==> src/rtl/rle_expander.sv <==
// Streaming run-length decoder: expands (data, count) pairs into count copies of data,
// one byte per cycle, with valid/ready on both sides and packet last/done signalling.
//
// state     | meaning
// ----------+-----------------------------------------------------------
// ST_IDLE   | no run loaded; ready for a pair, output channel idle
// ST_EXPAND | emitting r_cur_data; r_remain bytes of the run still owed
module rle_expander #(
   parameter int DW  = 8,
   parameter int CW  = 8,
   parameter int BCW = 16
) (
   input  logic           i_clk,
   input  logic           i_rst,
   input  logic           i_in_valid,
   output logic           o_in_ready,
   input  logic [DW-1:0]  i_in_data,
   input  logic [CW-1:0]  i_in_count,
   input  logic           i_in_last,
   output logic           o_out_valid,
   input  logic           i_out_ready,
   output logic [DW-1:0]  o_out_data,
   output logic           o_out_last,
   output logic           o_done,
   output logic [BCW-1:0] o_byte_cnt
);

   typedef enum logic {ST_IDLE, ST_EXPAND} state_t;

   state_t          r_state;
   state_t          w_state_nxt;
   logic [DW-1:0]   r_cur_data;
   logic [DW-1:0]   w_cur_data_nxt;
   logic [CW-1:0]   r_remain;
   logic [CW-1:0]   w_remain_nxt;
   logic            r_cur_last;
   logic            w_cur_last_nxt;
   logic            r_done;
   logic            w_done_nxt;
   logic [BCW-1:0]  r_byte_cnt;

   logic            w_rem_one;
   logic            w_byte_xfer;
   logic            w_pair_xfer;
   logic            w_zero_pair;

   assign w_rem_one   = (r_remain == CW'(1));
   assign o_out_valid = (r_state == ST_EXPAND);
   assign o_out_data  = r_cur_data;
   assign o_out_last  = o_out_valid && r_cur_last && w_rem_one;
   assign w_byte_xfer = o_out_valid && i_out_ready;
   // Ready on the final byte of a run lets the next run follow without a bubble.
   assign o_in_ready  = i_rst && ((r_state == ST_IDLE) || (w_byte_xfer && w_rem_one));
   assign w_pair_xfer = i_in_valid && o_in_ready;
   assign w_zero_pair = (i_in_count == '0);
   assign o_done      = r_done;
   assign o_byte_cnt  = r_byte_cnt;

   always_comb begin
      w_state_nxt    = r_state;
      w_cur_data_nxt = r_cur_data;
      w_remain_nxt   = r_remain;
      w_cur_last_nxt = r_cur_last;
      w_done_nxt     = 1'b0;

      if (w_byte_xfer) begin
         if (w_rem_one) begin
            w_state_nxt = ST_IDLE;
         end else begin
            w_remain_nxt = r_remain - CW'(1);
         end
         if (o_out_last) begin
            w_done_nxt = 1'b1;
         end
      end

      if (w_pair_xfer) begin
         if (w_zero_pair) begin
            w_state_nxt = ST_IDLE;
            if (i_in_last) begin
               w_done_nxt = 1'b1;
            end
         end else begin
            w_state_nxt    = ST_EXPAND;
            w_cur_data_nxt = i_in_data;
            w_remain_nxt   = i_in_count;
            w_cur_last_nxt = i_in_last;
         end
      end
   end

   always_ff @(posedge i_clk) begin
      if (!i_rst) begin
         r_state    <= ST_IDLE;
         r_cur_data <= '0;
         r_remain   <= '0;
         r_cur_last <= 1'b0;
         r_done     <= 1'b0;
         r_byte_cnt <= '0;
      end else begin
         r_state    <= w_state_nxt;
         r_cur_data <= w_cur_data_nxt;
         r_remain   <= w_remain_nxt;
         r_cur_last <= w_cur_last_nxt;
         r_done     <= w_done_nxt;
         if (w_byte_xfer) begin
            r_byte_cnt <= r_byte_cnt + BCW'(1);
         end
      end
   end

endmodule

==> config.mk <==
export PLATFORM = sky130hd
export DESIGN_NAME = rle_expander
export DESIGN_NICKNAME = d
export VERILOG_FILES = /design/src/rtl/rle_expander.sv
export SDC_FILE = /design/constraint.sdc
export NUM_CORES = 1
export LEC_CHECK = 0
export ABC_AREA = 1
export CORE_UTILIZATION = 52
export DETAILED_ROUTE_END_ITERATION = 8
export GPL_ROUTABILITY_DRIVEN = 0
export MAX_ROUTING_LAYER = met4
export PLACE_DENSITY = 0.85
export SKIP_LAST_GASP = 1
export SLEW_MARGIN = 25
export SYNTH_ARGS = -nofsm -noshare
export SYNTH_HDL_FRONTEND = slang
export SYNTH_SLANG_ARGS = --single-unit
==> constraint.sdc <==
create_clock -name i_clk -period 2.2 [get_ports i_clk]
set_input_delay 0.33 -clock i_clk [delete_from_list [all_inputs] [get_ports i_clk]]
set_output_delay 0.33 -clock i_clk [all_outputs]
set_load 0.1 [all_outputs]
==> results.py, run 1 <==
metrics = {
    "flow_run": {
        "max_cap_viol": 0,
    },
    "logic_synthesis": {
        "synth.ff_latch_count": 35,
        "largest_family_of_logic_cells_by_synthesized_area": "simple AND/OR/NAND/NOR gates",
        "synth-xor-area-share": 0.01872,
        "syn_avg_cell_area_um2": 6.614,
        "synth_cells": 283,
        "synthDominantAreaCellType": "dfxtp_1",
        "postSynth.topFlopCell": "dfxtp_1",
        "synthMostInstantiatedCell": "nand2_1",
        "synth_top_cells_by_area": "dfxtp_1 (37%), nand2_1 (15%), nor2_1 (10%)",
        "synthesis.area_mm2": 0.001872,
        "synth_top_cells_by_count": "nand2_1 (73), nor2_1 (51), inv_1 (40), dfxtp_1 (35), a21oi_1 (20)",
        "synthDominantCellAreaShare": 0.3743,
        "yosys.area_share.simple": 0.3904,
        "synth_enable_flop_cells": 0,
        "muxShareOfSynthArea": 0,
        "synth_cell_type_count": 31,
        "synth_compound_gate_area_share": 0.08623,
        "synth-adder-area-share": 0.02005,
        "ys_seq_area_frac": 0.3743,
        "yosysWarningCount": 0,
        "async_flop_share": 0,
        "post_synthesis_net_count": 307,
    },
    "timing": {
        "fin_worst_hold_slack_ns": 0.5021,
        "hold_violations": 0,
        "final.min_clock_period_ns": 2.056,
        "timing.fmax_mhz": 486.4,
        "worst-slew-pin-transition_ns": 0.4750,
        "clock_skew_after_layout_ns": 0.006671,
        "maxSlewHeadroom": 0.6814,
        "setup-violations-final": 0,
        "slew_viol_final": 0,
        "rsz0062_at_grt": "no",
        "post-route-period-util": 0.9345,
        "setup_tns_ns": 0,
    },
    "worst_setup_path": {
        "worst_path_largest_cell_delay_ns": 0.45,
        "critPathArrivalTime_ns": 1.73,
        "crit_path_cell_trace": "clkdlybuf4s50_1 -> nand2_2 -> clkinv_2 -> nand3_4 -> nand2_4 -> nand2_2 -> clkinvlp_4 -> buf_12",
        "r2r_slack_ns": 0.54,
        "criticalPathCategory": "input pin to output pin",
        "cp_common_cell": "nand2_2",
        "r2r-end": "r_cur_last",
        "worstSetupStartpointType": "input pin",
        "maximum_fanout_encountered_on_the_critical_timing_path": 9,
        "timing.critical_path.required_ns": 1.87,
        "worstRegToRegCells": 9,
        "cp_slowest_cell": "clkdlybuf4s50_1",
        "timing.rr.start": "r_remain[1]",
        "cp-end-kind": "output pin",
    },
    "cts": {
        "cts_root_buf": "clkbuf_4",
        "cts_tree": "done",
        "hold_buffers": 0,
        "numCtsBuffers": 5,
        "clkLatencyLatePin_ns": 0.34,
        "numClockSinks": 35,
        "clkSlewWorstSetupHoldPaths_ns": 0.10,
        "ctsLongestPathBuffers": 2,
        "cts_htree_levels": 2,
        "cts_setup_buffers": 0,
        "cts_resized": 0,
    },
    "global_route": {
        "antenna_found_initial": 0,
        "grt_first_pass_wirelength_um": 6624,
        "largest_net_degree_at_the_start_of_global_routing": 28,
        "groute.usage.overall": 0.2424,
        "grt_overflow_total": 0,
        "grt_pass1_vias": 1531,
    },
    "drt": {
        "drc": 0,
        "vias": 1850,
        "avgRoutedWirePerCell_um": 11.02,
        "final_antenna_net_count": 0,
        "firstDrtPassIters": 4,
        "viasPerCell": 4.843,
        "drt_iter0_markers": 95,
        "drt_wl_total_um": 4209,
    },
    "floorplan": {
        "core_mm2": 0.003390,
        "placement_rows": 21,
        "floorplan.die.width_um": 62.00,
        "top_level_pins": 49,
        "die_height_um": 62.00,
        "dieArea_mm2": 0.003843,
        "initial_utilization": 0.5522,
    },
    "power": {
        "pwr_density_cell_mw_per_mm2": 583.0,
        "p_leak_uw": 0.001083,
        "totalPowerFinal_uw": 1415,
        "worst_ir_drop_vdd_v": 0.0004719,
    },
    "placed_design": {
        "dp_cells": 374,
        "portBuffers": 48,
        "post-dp-hpwl_um": 3218,
    },
    "min_path": {
        "worst_hold_startpoint": "o_byte_cnt[12]",
        "hold_depth": 2,
        "min_delay_worst_endpoint": "o_byte_cnt[12]",
        "min_path_type": "register to register",
    },
    "status": {
        "status": "complete, no violations",
    },
    "cells_and_area": {
        "final_layout_size_suffix_gt1_frac": 0.1756,
        "n_antenna_cell": 0,
        "syn2layout_area_growth_pct": 29.61,
        "fin_nets": 359,
        "stdcell_count": 382,
        "final_core_util": 0.7158,
    },
}
==> critical path, delay by kind of cell <==
kind,cells,cell delay [ns]
buffers and inverters,4,0.87
AND/OR/NAND/NOR,4,0.51
==> cell type report <==
cell class | count | area [um^2]
clock buffer | 8 | 68.82
fill | 296 | 963.4
inverter | 44 | 170.2
multi-input combinational | 198 | 969.7
sequential | 35 | 701.9
tap | 46 | 57.56
timing repair buffer | 51 | 457.9
==> worst max-delay path by stage <==
stage                           endpoint          start  cells past startpoint
final                         o_in_ready    i_out_ready                      8
after global routing          o_in_ready    i_out_ready                      8
after CTS                     o_in_ready    r_remain[1]                      9
after detailed placement      o_in_ready    i_out_ready                      8
after global placement        o_in_ready    i_out_ready                      8
after floorplan           o_byte_cnt[12]  o_byte_cnt[0]                      9
==> state kept, by name (all words and copies together), names as in the netlist <==
register and flops:
o_out_valid 1, o_out_data 8, r_remain 8, r_cur_last 1
o_done 1, o_byte_cnt 16
==> where the power goes <==
group / internal (uW) / switching (uW)
sequential: 660 / 21.1
clock: 188 / 214
combinational: 107 / 225
==> layer usage <==
metal,track usage,share of wire,vias to the layer above
li1,-,-,982
met1,0.3036,0.48,822
met2,0.3830,0.46,40
met3,0.06004,0.048,6
met4,0.07619,0.014,0
met5,-,0,-
==> metrics by stage <==
stage | cell area [um^2] | worst slack [ns]
floorplan | 1879 | 0.06364
CTS | 2424 | 0.1317
detailed placement | 2355 | 0.1460
finish | 2426 | 0.1441
global placement | 2355 | 0.1730
global route | 2426 | 0.03552
==> cells in the final DEF (no fill, tap or decap), types with 6 or more instances in the layout <==
cell             instances
a21oi_1                 20
buf_4                   29
nand3_1                  9
nand4_1                  8
nor2_2                   6
inv_1                   39
nor2_1                  49
clkdlybuf4s50_1         20
dfxtp_1                 34
nand2_1                 73
==> cell families after synthesis <==
group | count (synthesis)
AND/OR/NAND/NOR | 161
buffers and inverters | 50
flip-flops | 35
AO/OA/AOI/OAI | 30
XOR/XNOR | 4
adder cells (fa/ha/maj) | 3
Power figures use the tool's default switching activity.
==> inputs of run 2 (changes only) <==
--- a/config.mk
+++ b/config.mk
@@ -6,6 +6,7 @@
 export NUM_CORES = 1
 export LEC_CHECK = 0
 export ABC_AREA = 1
+export CORE_MARGIN = 10
 export CORE_UTILIZATION = 52
 export DETAILED_ROUTE_END_ITERATION = 8
 export GPL_ROUTABILITY_DRIVEN = 0
==> results.py, run 2 (synthesized netlist as in run 1, its figures left out) <==
metrics = {
    "placed_design": {
        "post-dp-hpwl_um": 3708,
        "portBuffers": 48,
    },
    "worst_setup_path": {
        "timing.rr.start": "r_remain[1]",
        "critPathArrivalTime_ns": 1.75,
        "criticalPathCategory": "input pin to output pin",
        "critical_path.n_buffers_inverters": 4,
        "crit_path_cell_trace": "clkdlybuf4s50_1 -> nand2_2 -> clkinv_2 -> nand3_4 -> nand2_4 -> nand2_2 -> clkinvlp_4 -> buf_12",
        "cp_slowest_cell": "clkdlybuf4s50_1",
        "cp_common_cell": "nand2_2",
        "timing.critical_path.required_ns": 1.87,
        "worstSetupStartpointType": "input pin",
        "cp-end-kind": "output pin",
        "worst_path_largest_cell_delay_ns": 0.45,
        "cell_class_contributing_the_biggest_share_of_worst_path_delay": "buffers and inverters",
        "r2r_slack_ns": 0.49,
        "r2r-end": "r_cur_last",
        "maximum_fanout_encountered_on_the_critical_timing_path": 9,
        "worstRegToRegCells": 9,
    },
    "timing": {
        "clock_skew_after_layout_ns": 0.007168,
        "setup-violations-final": 0,
        "timing.fmax_mhz": 480.2,
        "post-route-period-util": 0.9467,
        "setup_tns_ns": 0,
        "maxSlewHeadroom": 0.7413,
        "worst-slew-pin-transition_ns": 0.3872,
        "slew_viol_final": 0,
        "hold_violations": 0,
        "final.min_clock_period_ns": 2.083,
        "rsz0062_at_grt": "no",
    },
    "min_path": {
        "hold_depth": 2,
        "min_path_type": "register to register",
        "min_delay_worst_endpoint": "o_byte_cnt[14]",
        "worst_hold_startpoint": "o_byte_cnt[14]",
    },
    "power": {
        "p_leak_uw": 0.001079,
        "pwr_density_cell_mw_per_mm2": 563.2,
        "worst_ir_drop_vdd_v": 0.0003156,
        "seqPwrFrac": 0.500,
        "combinational_share_of_power": 0.248,
        "internal_power_uw": 893.4,
        "power.share.switching": 0.3432,
        "totalPowerFinal_uw": 1360,
        "net_switching_power_uw": 466.7,
        "p_clk_frac": 0.252,
    },
    "drt": {
        "vias": 1860,
        "viasPerCell": 4.856,
        "firstDrtPassIters": 4,
        "drt_iter0_markers": 141,
        "avgRoutedWirePerCell_um": 12.34,
        "final_antenna_net_count": 0,
        "drt_wl_total_um": 4725,
        "drc": 0,
    },
    "cells_and_area": {
        "largest_reg_flops": 16,
        "fillCellCount": 294,
        "fin_nets": 360,
        "regArea_um2": 701.9,
        "n_antenna_cell": 0,
        "layout.cells.most_common_list": "nand2_1 (73), nor2_1 (49), inv_1 (39)",
        "syn2layout_area_growth_pct": 29.01,
        "total_area_of_multi_input_combinational_cells_um2": 969.7,
        "layout_commonest_cell": "nand2_1",
        "final_layout_size_suffix_gt1_frac": 0.1751,
    },
    "global_route": {
        "grt_overflow_total": 0,
        "antenna_found_initial": 0,
        "groute.usage.overall": 0.1528,
        "grt_pass1_vias": 1653,
        "grt_first_pass_wirelength_um": 7824,
        "largest_net_degree_at_the_start_of_global_routing": 28,
    },
    "cts": {
        "hold_buffers": 0,
        "numClockSinks": 35,
        "cts_root_buf": "clkbuf_4",
        "numCtsBuffers": 5,
        "clkSlewWorstSetupHoldPaths_ns": 0.11,
        "clkLatencyLatePin_ns": 0.35,
        "cts_htree_levels": 2,
        "cts_tree": "done",
        "ctsLongestPathBuffers": 2,
    },
    "floorplan": {
        "dieArea_mm2": 0.006399,
        "floorplan.die.width_um": 80.00,
        "core_mm2": 0.003416,
        "top_level_pins": 49,
        "die_height_um": 80.00,
        "placement_rows": 21,
        "initial_utilization": 0.5480,
    },
    "status": {
        "status": "complete, no violations",
    },
    "flow_run": {
        "max_cap_viol": 0,
    },
}
[run 2: changes by cell type in the layout (fill, tap and decap cells not counted), sizes merged]
cell	delta
clkbuf	-1
clkinv	+1
buf	+1
[run 2: how the worst max path moves through the flow]
stage	cells after the start	slack, ns	end	from
finish	8	0.12	o_in_ready	i_out_ready
global route	8	0.03	o_in_ready	i_out_ready
CTS	9	0.07	o_in_ready	r_remain[1]
detailed placement	8	0.14	r_cur_last	i_out_ready
global placement	8	0.16	o_in_ready	i_out_ready
floorplan	9	0.06	o_byte_cnt[12]	o_byte_cnt[0]
[run 2: power by group through the flow]
stage | logic, uW | registers (uW) | clock network [uW]
3_5_place_dp | 336 | 695 | 0
4_1_cts | 337 | 680 | 348
2_1_floorplan | 139 | 793 | 0
6_report | 337 | 681 | 342
3_3_place_gp | 332 | 694 | 0
5_1_grt | 365 | 684 | 376
[run 2: repair_timing]
action                                  CTS  global route
resized for setup                         0             1
buffers inserted                          0             0
endpoints found under the setup margin    0             1
[run 2: area by class of cell]
type / instances / area share
clock buffers: 7 / 0.01865
clock inverters: 1 / 0.002073
inverters: 44 / 0.07047
multi-input cells: 198 / 0.4016
flip-flops and latches: 35 / 0.2907
well taps: 46 / 0.02383
repair buffers: 52 / 0.1927
[run 2: layer usage]
metal / part of all wire / GRT usage / vias up / wire (um)
met3: 0.059 / 0.03716 / 9 / 280
met5: 0 / - / - / 0
li1: - / - / 984 / -
met4: 0.023 / 0.07042 / 0 / 108
met1: 0.46 / 0.1869 / 805 / 2153
met2: 0.46 / 0.2303 / 62 / 2184
[run 2: metrics by stage]
step | std cells | setup WS, ns | utilization | area, um^2 | hold WS, ns
floorplan | 283 | 0.06364 | - | 1879 | 0.4649
global placement | 375 | 0.1613 | 0.6916 | 2362 | 0.4769
detailed placement | 375 | 0.1374 | 0.6916 | 2362 | 0.4772
CTS | 383 | 0.07270 | 0.7062 | 2412 | 0.4946
global route | 383 | 0.02933 | 0.7070 | 2415 | 0.5283
finish | 383 | 0.1174 | 0.7070 | 2415 | 0.4954
[run 2: worst register-to-register path: stages, from the launching register on]
cell	delay [ns]
dfxtp_1	0.33
inv_1	0.09
ha_1	0.15
nand2_1	0.06
nor2_2	0.16
nand3_4	0.13
nand2_4	0.10
nand4_4	0.30
o21bai_1	0.25
nor2_1	0.05
==> inputs of run 3 (changes only) <==
--- a/config.mk
+++ b/config.mk
@@ -10,6 +10,7 @@
 export CORE_UTILIZATION = 52
 export DETAILED_ROUTE_END_ITERATION = 8
 export GPL_ROUTABILITY_DRIVEN = 0
+export GPL_TIMING_DRIVEN = 0
 export MAX_ROUTING_LAYER = met4
 export PLACE_DENSITY = 0.85
 export SKIP_LAST_GASP = 1
==> results.py, run 3 (synthesized netlist as in run 1, its figures left out) <==
metrics = {
    "cells_and_area": {
        "largest_reg_flops": 16,
        "n_antenna_cell": 0,
        "fin_nets": 362,
        "layout_commonest_cell": "nand2_1",
        "syn2layout_area_growth_pct": 31.82,
        "layout.cell_area.non_filler_mm2": 0.002467,
        "final_layout_size_suffix_gt1_frac": 0.09763,
        "layout.cells.most_common_list": "nand2_1 (73), nor2_1 (50), inv_1 (39)",
    },
    "floorplan": {
        "initial_utilization": 0.5480,
        "dieArea_mm2": 0.006399,
        "floorplan.die.width_um": 80.00,
        "top_level_pins": 49,
        "placement_rows": 21,
        "die_height_um": 80.00,
        "core_mm2": 0.003416,
    },
    "worst_setup_path": {
        "maximum_fanout_encountered_on_the_critical_timing_path": 4,
        "cp-end-kind": "output pin",
        "r2r_slack_ns": 0.50,
        "critPathArrivalTime_ns": 1.82,
        "criticalPathCategory": "register to output pin",
        "crit_path_start": "r_remain[1]",
        "worstSetupEndpoint": "o_in_ready",
        "worstSetupStartpointType": "register",
        "timing.rr.start": "r_remain[1]",
        "worstRegToRegCells": 10,
        "r2r-end": "o_out_data[5]",
        "timing.critical_path.required_ns": 1.87,
    },
    "timing": {
        "slew_viol_final": 0,
        "setup_tns_ns": 0,
        "maxSlewHeadroom": 0.3398,
        "rsz0062_at_grt": "yes",
        "setup-violations-final": 0,
        "clock_skew_after_layout_ns": 0.01255,
        "timing.fmax_mhz": 464.4,
        "post-route-period-util": 0.9788,
        "fin_worst_hold_slack_ns": 0.5056,
        "worst-slew-pin-transition_ns": 0.9886,
        "hold_violations": 0,
        "final.min_clock_period_ns": 2.153,
    },
    "cts": {
        "clkLatencyLatePin_ns": 0.33,
        "numCtsBuffers": 5,
        "clkSlewWorstSetupHoldPaths_ns": 0.11,
        "cts_tree": "done",
        "cts_htree_levels": 2,
        "cts_setup_buffers": 0,
        "hold_buffers": 0,
        "numClockSinks": 35,
        "cts_root_buf": "clkbuf_4",
        "ctsLongestPathBuffers": 2,
    },
    "global_route": {
        "antenna_found_initial": 0,
        "grt_first_pass_wirelength_um": 7755,
        "largest_net_degree_at_the_start_of_global_routing": 11,
        "groute.usage.overall": 0.1538,
        "grt_pass1_vias": 1693,
        "grt_overflow_total": 0,
    },
    "min_path": {
        "min_path_type": "register to register",
    },
    "power": {
        "worst_ir_drop_vdd_v": 0.0004425,
        "p_leak_uw": 0.001216,
        "pwr_density_cell_mw_per_mm2": 556.1,
    },
    "drt": {
        "drt_iter0_markers": 100,
        "final_antenna_net_count": 0,
        "viasPerCell": 4.813,
        "drt_wl_total_um": 4738,
        "vias": 1848,
        "avgRoutedWirePerCell_um": 12.34,
        "drc": 0,
        "firstDrtPassIters": 4,
    },
    "placed_design": {
        "post-dp-hpwl_um": 3681,
        "portBuffers": 48,
        "dpl-instance-area_mm2": 0.002417,
    },
    "status": {
        "status": "complete, no violations",
    },
    "flow_run": {
        "max_cap_viol": 0,
    },
}
run 3: timing repair:
action / in CTS / in global routing
endpoints found under the setup margin: 17 / 9
hold endpoints to repair: 0 / 0
resized for setup: 25 / 10
run 3: area by class of cell:
class                   count  area (um^2)
clock inverters             1        5.005
inverters                  44        170.2
well taps                  46        57.56
clock buffers               6        51.30
fillers                   293        948.4
multi-input cells         198        967.2
flip-flops and latches     35        701.9
repair buffers             48        474.2
plain buffers               6        40.04
run 3: power breakdown:
part | switching, uW | leakage, uW | internal [uW]
Clock | 209 | 0.0000341 | 148
Combinational | 228 | 0.000897 | 107
Sequential | 18.9 | 0.000285 | 660
Total | 456 | 0.00122 | 916
run 3: worst max-delay path, stage by stage (launching register included):
cell and delay (ns):
dfxtp_1 0.35, inv_1 0.08, ha_1 0.14, nand2_1 0.05, nor2_1 0.19, nand3_4 0.13
nand2_4 0.10, nand2_2 0.09, clkinvlp_4 0.07, buf_4 0.27
run 3: per-stage QoR:
| step | total power, uW | setup WS [ns] | utilization | cells |
|---|---|---|---|---|
| 2_1_floorplan | 932.1 | 0.06364 | - | 283 |
| 3_3_place_gp | 1028 | -0.7167 | 0.7077 | 377 |
| 3_5_place_dp | 1034 | -0.7165 | 0.7077 | 377 |
| 4_1_cts | 1385 | -0.08999 | 0.7158 | 384 |
| 5_1_grt | 1442 | -0.07404 | 0.7223 | 384 |
| 6_report | 1372 | 0.04657 | 0.7223 | 384 |
run 3: how the worst min path moves through the flow:
stage,startpoint,to,depth (start not counted)
3_3_place_gp,o_byte_cnt[14],o_byte_cnt[14],2
5_1_grt,o_byte_cnt[14],o_byte_cnt[14],2
4_1_cts,o_byte_cnt[14],o_byte_cnt[14],2
2_1_floorplan,i_in_data[0],o_out_data[0],2
6_report,o_byte_cnt[14],o_byte_cnt[14],2
3_5_place_dp,o_byte_cnt[14],o_byte_cnt[14],2
run 3: layer usage:
metal | GRT usage | part of all wire
met1 | 0.1795 | 0.44
met2 | 0.2504 | 0.50
met3 | 0.04167 | 0.052
met4 | 0.04754 | 0.011
met5 | - | 0
